===== config.mk =====
export PLATFORM = sky130hd
export DESIGN_NAME = rkv_responder
export DESIGN_NICKNAME = d
export VERILOG_FILES = /design/src/rtl/rkv_responder.sv
export SDC_FILE = /design/constraint.sdc
export NUM_CORES = 1
export LEC_CHECK = 0
export CORE_MARGIN = 2
export CORE_UTILIZATION = 40
export CTS_CLUSTER_SIZE = 10
export DETAILED_ROUTE_END_ITERATION = 10
export GPL_TIMING_DRIVEN = 0
export PLACE_DENSITY_LB_ADDON = 0.05
export RECOVER_POWER = 100
export SYNTH_ARGS = -nofsm -noshare
export SYNTH_HDL_FRONTEND = slang
export SYNTH_SLANG_ARGS = --single-unit
export TNS_END_PERCENT = 30

===== constraint.sdc =====
create_clock -name clk -period 6.2 [get_ports clk]
set_input_delay 1.24 -clock clk [delete_from_list [all_inputs] [get_ports clk]]
set_output_delay 1.24 -clock clk [all_outputs]
set_load 0.05 [all_outputs]

===== src/rtl/rkv_responder.sv =====
// Register-file responder: request/grant handshake with a programmable grant latency.
// Optional address-stability violation checker enabled by RKV_RESP_VIOL_CHK_EN.
module rkv_responder #(
   parameter int unsigned WAIT_CYC = 2,
   parameter int unsigned DEPTH    = 16
) (
   input  logic       clk,
   input  logic       rst,
   input  logic       req,
   input  logic [7:0] addr,
   input  logic [7:0] data_i,
   output logic [7:0] data_o,
   output logic       data_oe,
   output logic       grt,
   output logic [7:0] viol_cnt
);

   typedef enum logic [1:0] {IDLE, WAIT, GRANT, DONE} state_t;

   localparam logic [3:0] LAST = 4'(WAIT_CYC - 1);

   state_t     state, state_nxt;
   logic [7:0] addr_l, addr_l_nxt;
   logic [3:0] cnt, cnt_nxt;
   logic [7:0] mem [DEPTH];
   logic [7:0] rd_nxt;
   logic       oe_nxt;
`ifdef RKV_RESP_VIOL_CHK_EN
   logic       viol_inc;
`endif

   always_comb begin
      state_nxt  = state;
      addr_l_nxt = addr_l;
      cnt_nxt    = cnt;
`ifdef RKV_RESP_VIOL_CHK_EN
      viol_inc   = 1'b0;
`endif
      case (state)
         IDLE: begin
            if (req) begin
               addr_l_nxt = addr;
               cnt_nxt    = '0;
               state_nxt  = (WAIT_CYC == 0) ? GRANT : WAIT;
            end
         end
         WAIT: begin
            if (!req) begin
               state_nxt = IDLE;
            end
`ifdef RKV_RESP_VIOL_CHK_EN
            else if (addr != addr_l) begin
               state_nxt = IDLE;
               viol_inc  = 1'b1;
            end
`endif
            else if (cnt == LAST) begin
               state_nxt = GRANT;
            end else begin
               cnt_nxt = cnt + 4'd1;
            end
         end
         GRANT: state_nxt = DONE;
         DONE: begin
            if (!req) state_nxt = IDLE;
         end
         default: state_nxt = IDLE;
      endcase

      // Outputs are decoded from the next state so they are registered yet valid in GRANT
      oe_nxt = (state_nxt == GRANT) && !addr_l_nxt[7];
      rd_nxt = '0;
      if (oe_nxt) rd_nxt = (addr_l_nxt[6:4] == 3'b000) ? mem[addr_l_nxt[3:0]] : 8'hEE;
   end

   always_ff @(posedge clk or posedge rst) begin
      if (rst) begin
         state   <= IDLE;
         addr_l  <= '0;
         cnt     <= '0;
         grt     <= 1'b0;
         data_oe <= 1'b0;
         data_o  <= '0;
         for (int unsigned i = 0; i < DEPTH; i++) mem[i] <= '0;
      end else begin
         state   <= state_nxt;
         addr_l  <= addr_l_nxt;
         cnt     <= cnt_nxt;
         grt     <= (state_nxt == GRANT);
         data_oe <= oe_nxt;
         data_o  <= rd_nxt;
         if (state == GRANT && addr_l[7] && addr_l[6:4] == 3'b000)
            mem[addr_l[3:0]] <= data_i;
      end
   end

`ifdef RKV_RESP_VIOL_CHK_EN
   always_ff @(posedge clk or posedge rst) begin
      if (rst)
         viol_cnt <= '0;
      else if (viol_inc && viol_cnt != 8'hFF)
         viol_cnt <= viol_cnt + 8'd1;
   end
`else
   assign viol_cnt = '0;
`endif

endmodule


==> key figures, run 1 <==
Floorplanning
  • Die area: 19,100 um^2
  • I/O pins: 37
  • Die Wd: 138 um
  • Initial Util: 40.5%
  • Num rows: 49
  • Overall die height: 138 um
  • Core box area: 17,800 um^2

Clock network
  • Clock buffers created by TritonCTS: 17
  • TritonCTS clock tree: built
  • Root Buffer: clkbuf_16
  • CTS H-tree depth: 4
  • CTS clk-pin slew, worst paths: 0.06 ns
  • # Post-CTS Setup Buffers: 0
  • Post-cts repair resize count: 0
  • Hold_buf cts: 0
  • Worst-case clock buffer depth: 2
  • Total clock sinks: 152
  • Clk_lat worst skew: 0.42 ns

GRT
  • GRT overflow: 0
  • Gr usage total: 19.8%
  • Initial antenna violation count: 0
  • Vias in the first global route: 5,090
  • First-pass GRT wire length: 29,000 um
  • Largest net degree at the start of global routing: 96

Drt
  • DRT Pass-1 Iters: 4
  • Via Count: 4,856
  • DR DRC count: 0
  • Final wirelength: 18,200 um
  • Via density: 5.43
  • Antenna-violating nets left: 0
  • Per-cell routed wire length: 20.3 um
  • DRT iter0 DRCs: 288

Flow run
  • Max-cap viol count: 3

Worst setup path
  • CP Class: input port to flip-flop
  • Worst EP required: 6.47 ns
  • Crit start category: input port
  • Crit path max fanout: 10
  • Crit path capture type: flip-flop
  • Arr. time, crit path: 4.82 ns

Logic synthesis
  • Asr flop ratio synth: 100%
  • Register area share after synthesis: 52.8%
  • Synth top area cells: dfrtp_1, mux2_2, nand2_1, mux2i_1, nand3_1
  • Ys Warns: 0
  • Count of different cell masters after synthesis: 52
  • Count leader, synth: dfrtp_1
  • Yosys reg bits: 152
  • Syn Inst Count: 599
  • Synthesized area: 7200 um^2
  • Ys flop type: dfrtp_1
  • EDFF count, synth: 0
  • Avg Cell Area, Syn: 12.0 um^2
  • Leading cell types by count after synthesis: dfrtp_1, mux2_2, nand2_1, mux2i_1, nand3_1
  • Yosys top cell area share: 52.8%
  • Cell type with the largest total area after synthesis: dfrtp_1

Layout
  • Filler Cell Count: 1,643
  • Ant. Diodes: 0
  • Final-stage net count: 675
  • Layout cells sized above 1: 28.1%
  • Layout area overhead: 17.1%
  • Non-filler cells, final: 895

STA
  • Max_slew headroom: -80.4%
  • Period utilization: 73.5%
  • Final Slew Violations: 68
  • Setup Total Neg Slack: 0 ns
  • Setup-failing EPs final: 0
  • RSZ-0062 raised after global routing: false
  • Worst-case clock skew: 0.00738 ns
  • Worst Max-Slew Pin Slew: 2.69 ns
  • Max Freq: 219 MHz
  • Fin. Hold Viols: 0
  • Final Critical Period: 4.56 ns

Status
  • Outcome: finished with violations
  • Failing checks: max-capacitance violations, max-slew violations

Power and ir drop
  • VDD IR max: 0.000220 V
  • Net Sw Frac: 34.1%
  • NetSw: 1220 uW
  • P per Cell Area: 423 nW/um^2
  • Flop pwr share: 36.3%
  • P_leak: 0.00377 uW
  • Logic pwr share: 31.9%
  • P_int: 2350 uW
  • Clk pwr share: 31.8%

Worst hold path
  • Min-delay worst type: flip-flop to flip-flop

Place
  • Post-DP HPWL: 12,800 um
  • Port bufs: 28
  • Gpl congestion: 0.842
  • Placed insts: 864
-- cell families (layout without fill, tap and decap cells) --
family,Yosys count,in the layout,synth area share [%]
other,1,8,0.0521
AND/OR/NAND/NOR,161,161,11.0
adder cells (fa/ha/maj),2,2,0.348
AO/OA/AOI/OAI,73,73,7.51
flip-flops,152,152,52.8
multiplexers,157,157,24.3
buffers and inverters,53,113,3.93
-- critical path, cell delays in order --
cell and delay [ns]:
dlygate4sd3_1 0.65, nor3b_1 0.32, clkbuf_1 0.46, mux2i_1 0.66
inv_1 0.13, clkbuf_1 0.33, a31oi_1 0.62, o22a_1 0.28
o31ai_1 0.13
-- metal layers --
| layer | global-route usage, % | part of all wire (%) | vias up | routed length (um) |
|---|---|---|---|---|
| met4 | 6.02 | 1.9 | 0 | 354 |
| met3 | 4.99 | 3.4 | 21 | 613 |
| met1 | 26.7 | 47 | 2499 | 8580 |
| met2 | 31.9 | 47 | 104 | 8600 |
| met5 | 0 | 0 | - | 0 |
| li1 | - | - | 2232 | - |
-- registers in the layout, summed over array words and instances, names as in the netlist --
name and flops:
data_oe 1, addr_l 8, grt 1, data_o 8, cnt 4, state 2
mem 128
-- path summary, 6_finish.rpt --
kind	start	to	slack, ns	depth (start not counted)
min in group asynchronous	rst	mem[2]	2.03	2
worst min-delay path	addr_l[5]	addr_l[5]	0.49	2
worst min register to register	addr_l[5]	addr_l[5]	0.49	2
worst max register to register	state[1]	data_o[5]	2.64	9
max in group asynchronous	rst	addr_l[7]	2.89	3
worst max-delay path	req	data_o[5]	1.64	9
-- stage by stage --
stage	hold slack [ns]	worst slack, ns	utilization (%)	instance area [um^2]	total power [uW]
after floorplan	0.445	0.867	-	7220	2110
after global placement	0.460	-1.30	43.8	7790	2440
after detailed placement	0.473	1.77	44.0	7820	2460
after CTS	0.486	2.18	47.6	8470	3610
after global routing	0.511	1.36	47.4	8430	3760
final	0.488	1.64	47.4	8430	3570
-- power groups by stage --
stage	sequential, uW	combinational, uW	clock, uW
after floorplan	1310	804	0
after global placement	1300	1140	0
after detailed placement	1310	1150	0
after CTS	1300	1160	1160
after global routing	1320	1240	1200
final	1300	1140	1130
-- cell type report --
type	count	area, um^2	share of cell area [%]
clock inverters	12	199	2.36
plain buffers	43	228	2.70
inverters	10	38.8	0.460
multi-input cells	401	3120	37.0
repair buffers	29	308	3.65
flip-flops and latches	152	3800	45.1
well taps	229	287	3.40
clock buffers	19	443	5.26
-- placed cells by master (no fill, tap or decap), drive strengths merged, types with 6 or more instances in the layout --
cell,count
and2,11
dfrtp,152
a221o,6
inv,10
conb,8
mux2,132
clkbuf,44
a21oi,22
a22o,8
a211oi,11
nand3,23
nor2b,6
nand2,77
mux2i,25
dlygate4sd3,12
clkdlybuf4s50,16
nor3,7
nand3b,6
nor2,13
buf,19
(Power assumes the default switching activity.)
==> run 2, diff against run 1 <==
==> constraint.sdc (replaced) <==
create_clock -name clk -period 3.9 [get_ports clk]
set_input_delay 0.78 -clock clk [delete_from_list [all_inputs] [get_ports clk]]
set_output_delay 0.78 -clock clk [all_outputs]
set_load 0.05 [all_outputs]
==> run 2 against run 1 <==
Compared with the run above: routed wire length grew 0.67%; largest cell class unchanged; non-clock buffer count grew 3; power grew 54%; hold slack gained 0.0023 ns; die area is the same; combinational power grew 59%; largest power group unchanged; global-route usage grew 0.22 points; the flow still finishes with violations (max-capacitance violations, max-slew violations); highest routed layer unchanged; via count grew 1.5%.
==> key figures, run 2 (same netlist as run 1, synthesis figures left out) <==
Clock network
  • Total clock sinks: 152 (unchanged)
  • TritonCTS clock tree: built (unchanged)
  • Root Buffer: clkbuf_16 (unchanged)
  • Hold_buf cts: 0 (unchanged)
  • CTS H-tree depth: 4 (unchanged)
  • Post-cts repair resize count: 0 (unchanged)
  • CTS clk-pin slew, worst paths: 0.06 ns (about the same)
  • Clk_lat worst skew: 0.42 ns (about the same)
  • Worst-case clock buffer depth: 2 (unchanged)
  • # Post-CTS Setup Buffers: 0 (unchanged)
  • Clock buffers created by TritonCTS: 17 (unchanged)

Layout
  • Most frequent cells in the layout: dfrtp_1, mux2_2, nand2_1, clkbuf_1, mux2i_1 (unchanged)
  • Layout cells sized above 1: 29.1% (was 28.1%)
  • Ant. Diodes: 0 (unchanged)
  • Max reg flops: 128 (unchanged)
  • Layout area overhead: 16.9% (was 17.1%)
  • Most flop-heavy register: mem (unchanged)
  • Commonest non-fill, non-tap cell in the layout: dfrtp_1 (unchanged)
  • Regs by FF count: mem: 128 flops, addr_l: 8 flops, data_o: 8 flops (unchanged)
  • Final-stage net count: 678 (was 675)

Floorplanning
  • Overall die height: 138 um (unchanged)
  • I/O pins: 37 (unchanged)
  • Num rows: 49 (unchanged)
  • Die area: 19,100 um^2 (unchanged)
  • Core box area: 17,800 um^2 (unchanged)
  • Initial Util: 40.5% (unchanged)
  • Die Wd: 138 um (unchanged)

Worst hold path
  • Hold endpoint: addr_l[6] (was addr_l[5])
  • Hold path cells: 2 (unchanged)
  • HP Start: addr_l[6] (was addr_l[5])
  • Min-delay worst type: flip-flop to flip-flop (unchanged)

Power and ir drop
  • VDD IR max: 0.000358 V (was 0.000220 V)
  • P_leak: 0.00378 uW (was 0.00377 uW)
  • P per Cell Area: 653 nW/um^2 (was 423 nW/um^2)

Worst setup path
  • Internal reg-to-reg setup slack: 0.83 ns (was 2.64 ns)
  • R2r worst-path depth: 9 (unchanged)
  • Arr. time, crit path: 3.91 ns (was 4.82 ns)
  • Crit path max fanout: 10 (unchanged)
  • Buf/Inv on CP: 4 (unchanged)
  • Reg2reg end: data_o[5] (unchanged)
  • Max incr delay on CP: 0.66 ns (about the same)
  • Cell seen most often among critical-path stages: buf_2 (was clkbuf_1)
  • Crit-path slowest cell: dlygate4sd3_1 (was mux2i_1)
  • Cell family with most CP delay: buffers and inverters (unchanged)
  • Worst EP required: 4.19 ns (was 6.47 ns)
  • CP Class: input port to flip-flop (unchanged)
  • CP cell instances: dlygate4sd3_1 -> nor3b_2 -> buf_2 -> mux2i_1 -> inv_1 -> buf_2 -> a31oi_1 -> o22a_1 -> o31ai_1 (was dlygate4sd3_1 -> nor3b_1 -> clkbuf_1 -> mux2i_1 -> inv_1 -> clkbuf_1 -> a31oi_1 -> o22a_1 -> o31ai_1)
  • Crit start category: input port (unchanged)
  • Crit path depth: 9 (unchanged)
  • Reg2reg start: state[1] (unchanged)
  • Crit path capture type: flip-flop (unchanged)

STA
  • Period utilization: 93.0%
  • Setup-failing EPs final: 0 (unchanged)
  • RSZ-0062 raised after global routing: false (unchanged)
  • Final Slew Violations: 76 (was 68)
  • Max_slew headroom: -22.7% (was -80.4%)
  • Max Freq: 276 MHz
  • Fin Hold WS: 0.490 ns (was 0.488 ns)
  • Setup Total Neg Slack: 0 ns (unchanged)
  • Worst Max-Slew Pin Slew: 1.84 ns (was 2.69 ns)
  • Fin. Hold Viols: 0 (unchanged)
  • Worst-case clock skew: 0.00722 ns (was 0.00738 ns)
  • Final Critical Period: 3.63 ns

Drt
  • DRT Pass-1 Iters: 4 (unchanged)
  • DR DRC count: 0 (unchanged)
  • Final wirelength: 18,300 um (was 18,200 um)
  • Via Count: 4,927 (was 4,856)
  • Antenna-violating nets left: 0 (unchanged)
  • Per-cell routed wire length: 20.3 um (about the same)
  • DRT iter0 DRCs: 254 (was 288)
  • Via density: 5.48 (was 5.43)

GRT
  • Initial antenna violation count: 0 (unchanged)
  • Largest net degree at the start of global routing: 36 (was 96)
  • M3 GR Usage: 4.26% (was 4.99%)
  • GRT overflow: 0 (unchanged)
  • M1 GR Usage: 27.9% (was 26.7%)
  • First-pass GRT wire length: 29,300 um (was 29,000 um)
  • GRT met2 Usage: 31.3% (was 31.9%)
  • Vias in the first global route: 5,082 (was 5,090)
  • GR peak layer: met2 (unchanged)
  • Gr usage total: 20.1% (was 19.8%)

Status
  • Outcome: finished with violations (unchanged)
  • Failing checks: max-capacitance violations, max-slew violations (unchanged)

Place
  • Post-DP HPWL: 13,000 um (was 12,800 um)
  • Port bufs: 28 (unchanged)
  • Gpl congestion: 0.826 (was 0.842)

Flow run
  • Max-cap viol count: 3 (unchanged)
==> run 2: changes by cell type in the layout (fill, tap and decap cells not counted), moves of 2 or more <==
cell | previous run | this run
buf_2 | 5 | 8
bufinv_16 | 5 | 2
clkinv_2 | 2 | 5
buf_12 | 0 | 2
clkbuf_1 | 26 | 24
==> run 2: report_power, final <==
group / switching, uW / total, uW / internal, uW
Sequential: 173 / 2060 / 1890
Combinational: 1100 / 1810 / 711
Clock: 649 / 1620 / 972
==> run 2: layout make-up <==
cell class | count | area [um^2]
Buffer | 43 | 231
Clock buffer | 20 | 457
Clock inverter | 12 | 125
Fill cell | 1647 | 9370
Inverter | 10 | 38.8
Multi-Input combinational cell | 401 | 3130
Sequential cell | 152 | 3800
Tap cell | 229 | 287
Timing Repair Buffer | 32 | 337
==> run 2: worst max path at each step <==
stage | startpoint | slack, ns | endpoint
4_1_cts | req | 0.43 | data_o[5]
3_3_place_gp | rst | -0.12 | cnt[3]
2_1_floorplan | rst | 1.20 | addr_l[0]
6_report | req | 0.27 | data_o[5]
3_5_place_dp | req | -0.003 | data_o[5]
5_1_grt | rst | 0.13 | mem[32]
==> run 2: worst register-to-register path, delay by kind of cell (launching register included) <==
| kind | cells | cell delay [ns] |
|---|---|---|
| multiplexers | 1 | 0.66 |
| buffers and inverters | 4 | 0.76 |
| AND/OR/NAND/NOR | 1 | 0.19 |
| AO/OA/AOI/OAI | 3 | 0.95 |
| flip-flops | 1 | 0.37 |
==> run 2: per-stage QoR <==
stage | setup slack, ns | power [uW] | instances | instance area [um^2] | utilization [%]
after CTS | 0.431 | 5550 | 899 | 8460 | 47.6
after floorplan | 1.20 | 3350 | 606 | 7230 | -
final | 0.272 | 5490 | 899 | 8410 | 47.3
after detailed placement | -0.00322 | 3910 | 867 | 7880 | 44.3
after global placement | -0.118 | 3870 | 863 | 7790 | 43.8
after global routing | 0.133 | 5810 | 899 | 8410 | 47.3
==> run 2: metal layers <==
metal,routed length (um),share of wire (%)
met5,0,0
met4,461,2.5
met3,628,3.4
met2,8510,47
met1,8680,47
==> run 3, diff against run 2 <==
--- a/config.mk
+++ b/config.mk
@@ -5,7 +5,7 @@
 export SDC_FILE = /design/constraint.sdc
 export NUM_CORES = 1
 export LEC_CHECK = 0
-export CORE_MARGIN = 2
+export CORE_MARGIN = 3
 export CORE_UTILIZATION = 40
 export CTS_CLUSTER_SIZE = 10
 export DETAILED_ROUTE_END_ITERATION = 10
==> constraint.sdc (replaced) <==
create_clock -name clk -period 3.3 [get_ports clk]
set_input_delay 0.66 -clock clk [delete_from_list [all_inputs] [get_ports clk]]
set_output_delay 0.66 -clock clk [all_outputs]
set_load 0.05 [all_outputs]
==> run 3 against run 2 <==
Compared with the run above: critical path type unchanged; highest routed layer unchanged; combinational power is 21% higher; cell area up 0.76%; worst setup slack worse by 0.31 ns; register-to-register slack got worse by 0.60 ns; die area is 2.9% higher; cell count is 0.44% lower; the run ends with negative setup slack left; via count decreased by 0.93%; hold slack hardly changed.
==> key figures, run 3 (same netlist as run 1, synthesis figures left out) <==
Layout
  • Final-stage net count: 678 (unchanged)
  • Commonest non-fill, non-tap cell in the layout: dfrtp_1 (unchanged)
  • Most flop-heavy register: mem (unchanged)
  • Max reg flops: 128 (unchanged)
  • Ant. Diodes: 0 (unchanged)
  • Layout area overhead: 17.7% (was 16.9%)
  • Most frequent cells in the layout: dfrtp_1, mux2_2, nand2_1, clkdlybuf4s50_1, nand3_1 (was dfrtp_1, mux2_2, nand2_1, clkbuf_1, mux2i_1)
  • Layout Utilization: 48.5% (was 47.3%)
  • Layout cells sized above 1: 30.4% (was 29.1%)
  • Regs by FF count: mem: 128 flops, addr_l: 8 flops, data_o: 8 flops (unchanged)

STA
  • Max Freq: 300 MHz
  • Period utilization: 101%
  • Setup-failing EPs final: 1 (was 0)
  • Worst-case clock skew: 0.00561 ns (was 0.00722 ns)
  • Setup Total Neg Slack: -0.0346 ns (was 0 ns)
  • Worst Max-Slew Pin Slew: 1.34 ns (was 1.84 ns)
  • RSZ-0062 raised after global routing: true (was false)
  • Fin Hold WS: 0.490 ns (about the same)
  • Max_slew headroom: 10.8% (was -22.7%)
  • Final Slew Violations: 0 (was 76)
  • Fin. Hold Viols: 0 (unchanged)
  • Final Critical Period: 3.33 ns
  • Setup slack after layout: -0.0346 ns (was 0.272 ns)

Place
  • Post-DP HPWL: 12,900 um (was 13,000 um)
  • Port bufs: 28 (unchanged)
  • Gpl congestion: 0.812 (was 0.826)

Clock network
  • CTS H-tree depth: 4 (unchanged)
  • Worst-case clock buffer depth: 2 (unchanged)
  • Clk_lat worst skew: 0.42 ns (about the same)
  • Clock buffers created by TritonCTS: 17 (unchanged)
  • CTS clk-pin slew, worst paths: 0.06 ns (about the same)
  • TritonCTS clock tree: built (unchanged)
  • Total clock sinks: 152 (unchanged)
  • # Post-CTS Setup Buffers: 0 (unchanged)
  • Root Buffer: clkbuf_16 (unchanged)

Worst hold path
  • Hold endpoint: addr_l[5] (was addr_l[6])
  • HP Start: addr_l[5] (was addr_l[6])
  • Min-delay worst type: flip-flop to flip-flop (unchanged)
  • Hold path cells: 2 (unchanged)

Worst setup path
  • Internal reg-to-reg setup slack: 0.23 ns (was 0.83 ns)
  • Reg2reg start: state[1] (unchanged)
  • Crit start category: input port (unchanged)
  • Crit path capture type: flip-flop (unchanged)
  • Max incr delay on CP: 0.86 ns (was 0.66 ns)
  • Crit-path slowest cell: nor3_1 (was dlygate4sd3_1)
  • CP cell instances: clkdlybuf4s50_1 -> nand2b_1 -> clkbuf_1 -> nor3_1 -> nand2_1 -> a2111oi_0 -> a32o_1 (was dlygate4sd3_1 -> nor3b_2 -> buf_2 -> mux2i_1 -> inv_1 -> buf_2 -> a31oi_1 -> o22a_1 -> o31ai_1)
  • Arr. time, crit path: 3.68 ns (was 3.91 ns)
  • Worst EP required: 3.65 ns (was 4.19 ns)
  • CP Class: input port to flip-flop (unchanged)
  • Reg2reg end: data_o[4] (was data_o[5])
  • Crit path max fanout: 9 (was 10)
  • R2r worst-path depth: 7 (was 9)

Floorplanning
  • Initial Util: 41.2% (was 40.5%)
  • Core box area: 17,500 um^2 (was 17,800 um^2)
  • Overall die height: 140 um (was 138 um)
  • I/O pins: 37 (unchanged)
  • Num rows: 48 (was 49)
  • Die Wd: 140 um (was 138 um)
  • Die area: 19,600 um^2 (was 19,100 um^2)

GRT
  • M1 GR Usage: 26.5% (was 27.9%)
  • Largest net degree at the start of global routing: 39 (was 36)
  • Gr usage total: 19.6% (was 20.1%)
  • GR peak layer: met2 (unchanged)
  • GRT overflow: 0 (unchanged)
  • GRT met2 Usage: 32.4% (was 31.3%)
  • Vias in the first global route: 5,179 (was 5,082)
  • First-pass GRT wire length: 29,700 um (was 29,300 um)
  • Initial antenna violation count: 0 (unchanged)
  • M3 GR Usage: 4.17% (was 4.26%)

Power and ir drop
  • P_leak: 0.00377 uW (was 0.00378 uW)
  • Net Sw Frac: 34.6% (was 35.0%)
  • P_int: 4330 uW (was 3570 uW)
  • Logic pwr share: 33.1% (was 33.0%)
  • Flop pwr share: 36.8% (was 37.5%)
  • VDD IR max: 0.000433 V (was 0.000358 V)
  • P per Cell Area: 781 nW/um^2 (was 653 nW/um^2)
  • Clk pwr share: 30.0% (was 29.5%)
  • NetSw: 2290 uW (was 1920 uW)

Flow run
  • Max-cap viol count: 0 (was 3)

Drt
  • DRT Pass-1 Iters: 4 (unchanged)
  • DR DRC count: 0 (unchanged)
  • Via density: 5.45 (was 5.48)
  • Via Count: 4,881 (was 4,927)
  • Antenna-violating nets left: 0 (unchanged)
  • Per-cell routed wire length: 20.6 um (was 20.3 um)
  • DRT iter0 DRCs: 304 (was 254)
  • Final wirelength: 18,500 um (was 18,300 um)

Status
  • Outcome: finished with violations (unchanged)
  • Failing checks: negative setup slack (was max-capacitance violations, max-slew violations)
==> run 3: cell count changes in the layout (fill, tap and decap cells not counted), moves of 2 or more <==
cell and delta:
clkbuf_1 -3, clkinv_2 -2, clkdlybuf4s50_1 +11, a31oi_1 -2, mux2i_1 -2, buf_2 +2
dlygate4sd3_1 -11
==> run 3: final cells by class <==
cell class | count | area [um^2]
Sequential cell | 152 | 3800
Multi-Input combinational cell | 401 | 3180
Inverter | 10 | 38.8
Timing Repair Buffer | 32 | 322
Fill cell | 1566 | 9000
Tap cell | 225 | 282
Buffer | 43 | 245
Clock buffer | 21 | 460
Clock inverter | 11 | 146
==> run 3: layer usage <==
layer  wire (um)  part of all wire [%]
met1        8470                    46
met2        9110                    49
met3         592                   3.2
met4         291                   1.6
met5           0                     0
==> run 3: power by group through the flow <==
stage	logic, uW	registers (uW)	clock network (uW)
6_report	2190	2440	1990
5_1_grt	2410	2480	2120
4_1_cts	2190	2430	2040
3_3_place_gp	2120	2450	0
2_1_floorplan	1510	2450	0
3_5_place_dp	2160	2460	0
==> run 3: repair_timing <==
action / in CTS / in global routing
setup endpoints to repair: 7 / 2
resized for setup: 4 / 3
hold buffers: 0 / 0
==> run 3: worst max-delay path, delay by kind of cell <==
family          cells  cell delay (ns)
buf+inv             2             0.80
simple gates        3             1.41
compound gates      2             0.81
==> run 3: worst max path at each step <==
stage	start	to	slack (ns)
5_1_grt	req	data_o[4]	-0.19
3_5_place_dp	req	data_o[5]	-0.60
3_3_place_gp	req	data_o[5]	-0.61
2_1_floorplan	rst	addr_l[0]	0.72
4_1_cts	req	data_o[5]	0.07
6_report	req	data_o[4]	-0.03
==> run 3: per-stage QoR <==
step / setup slack (ns) / instance area (um^2) / power [uW] / instances
global placement: -0.607 / 7790 / 4570 / 859
finish: -0.0346 / 8480 / 6620 / 895
floorplan: 0.723 / 7230 / 3960 / 606
detailed placement: -0.597 / 7870 / 4630 / 863
CTS: 0.0712 / 8500 / 6660 / 895
global route: -0.192 / 8480 / 7010 / 895
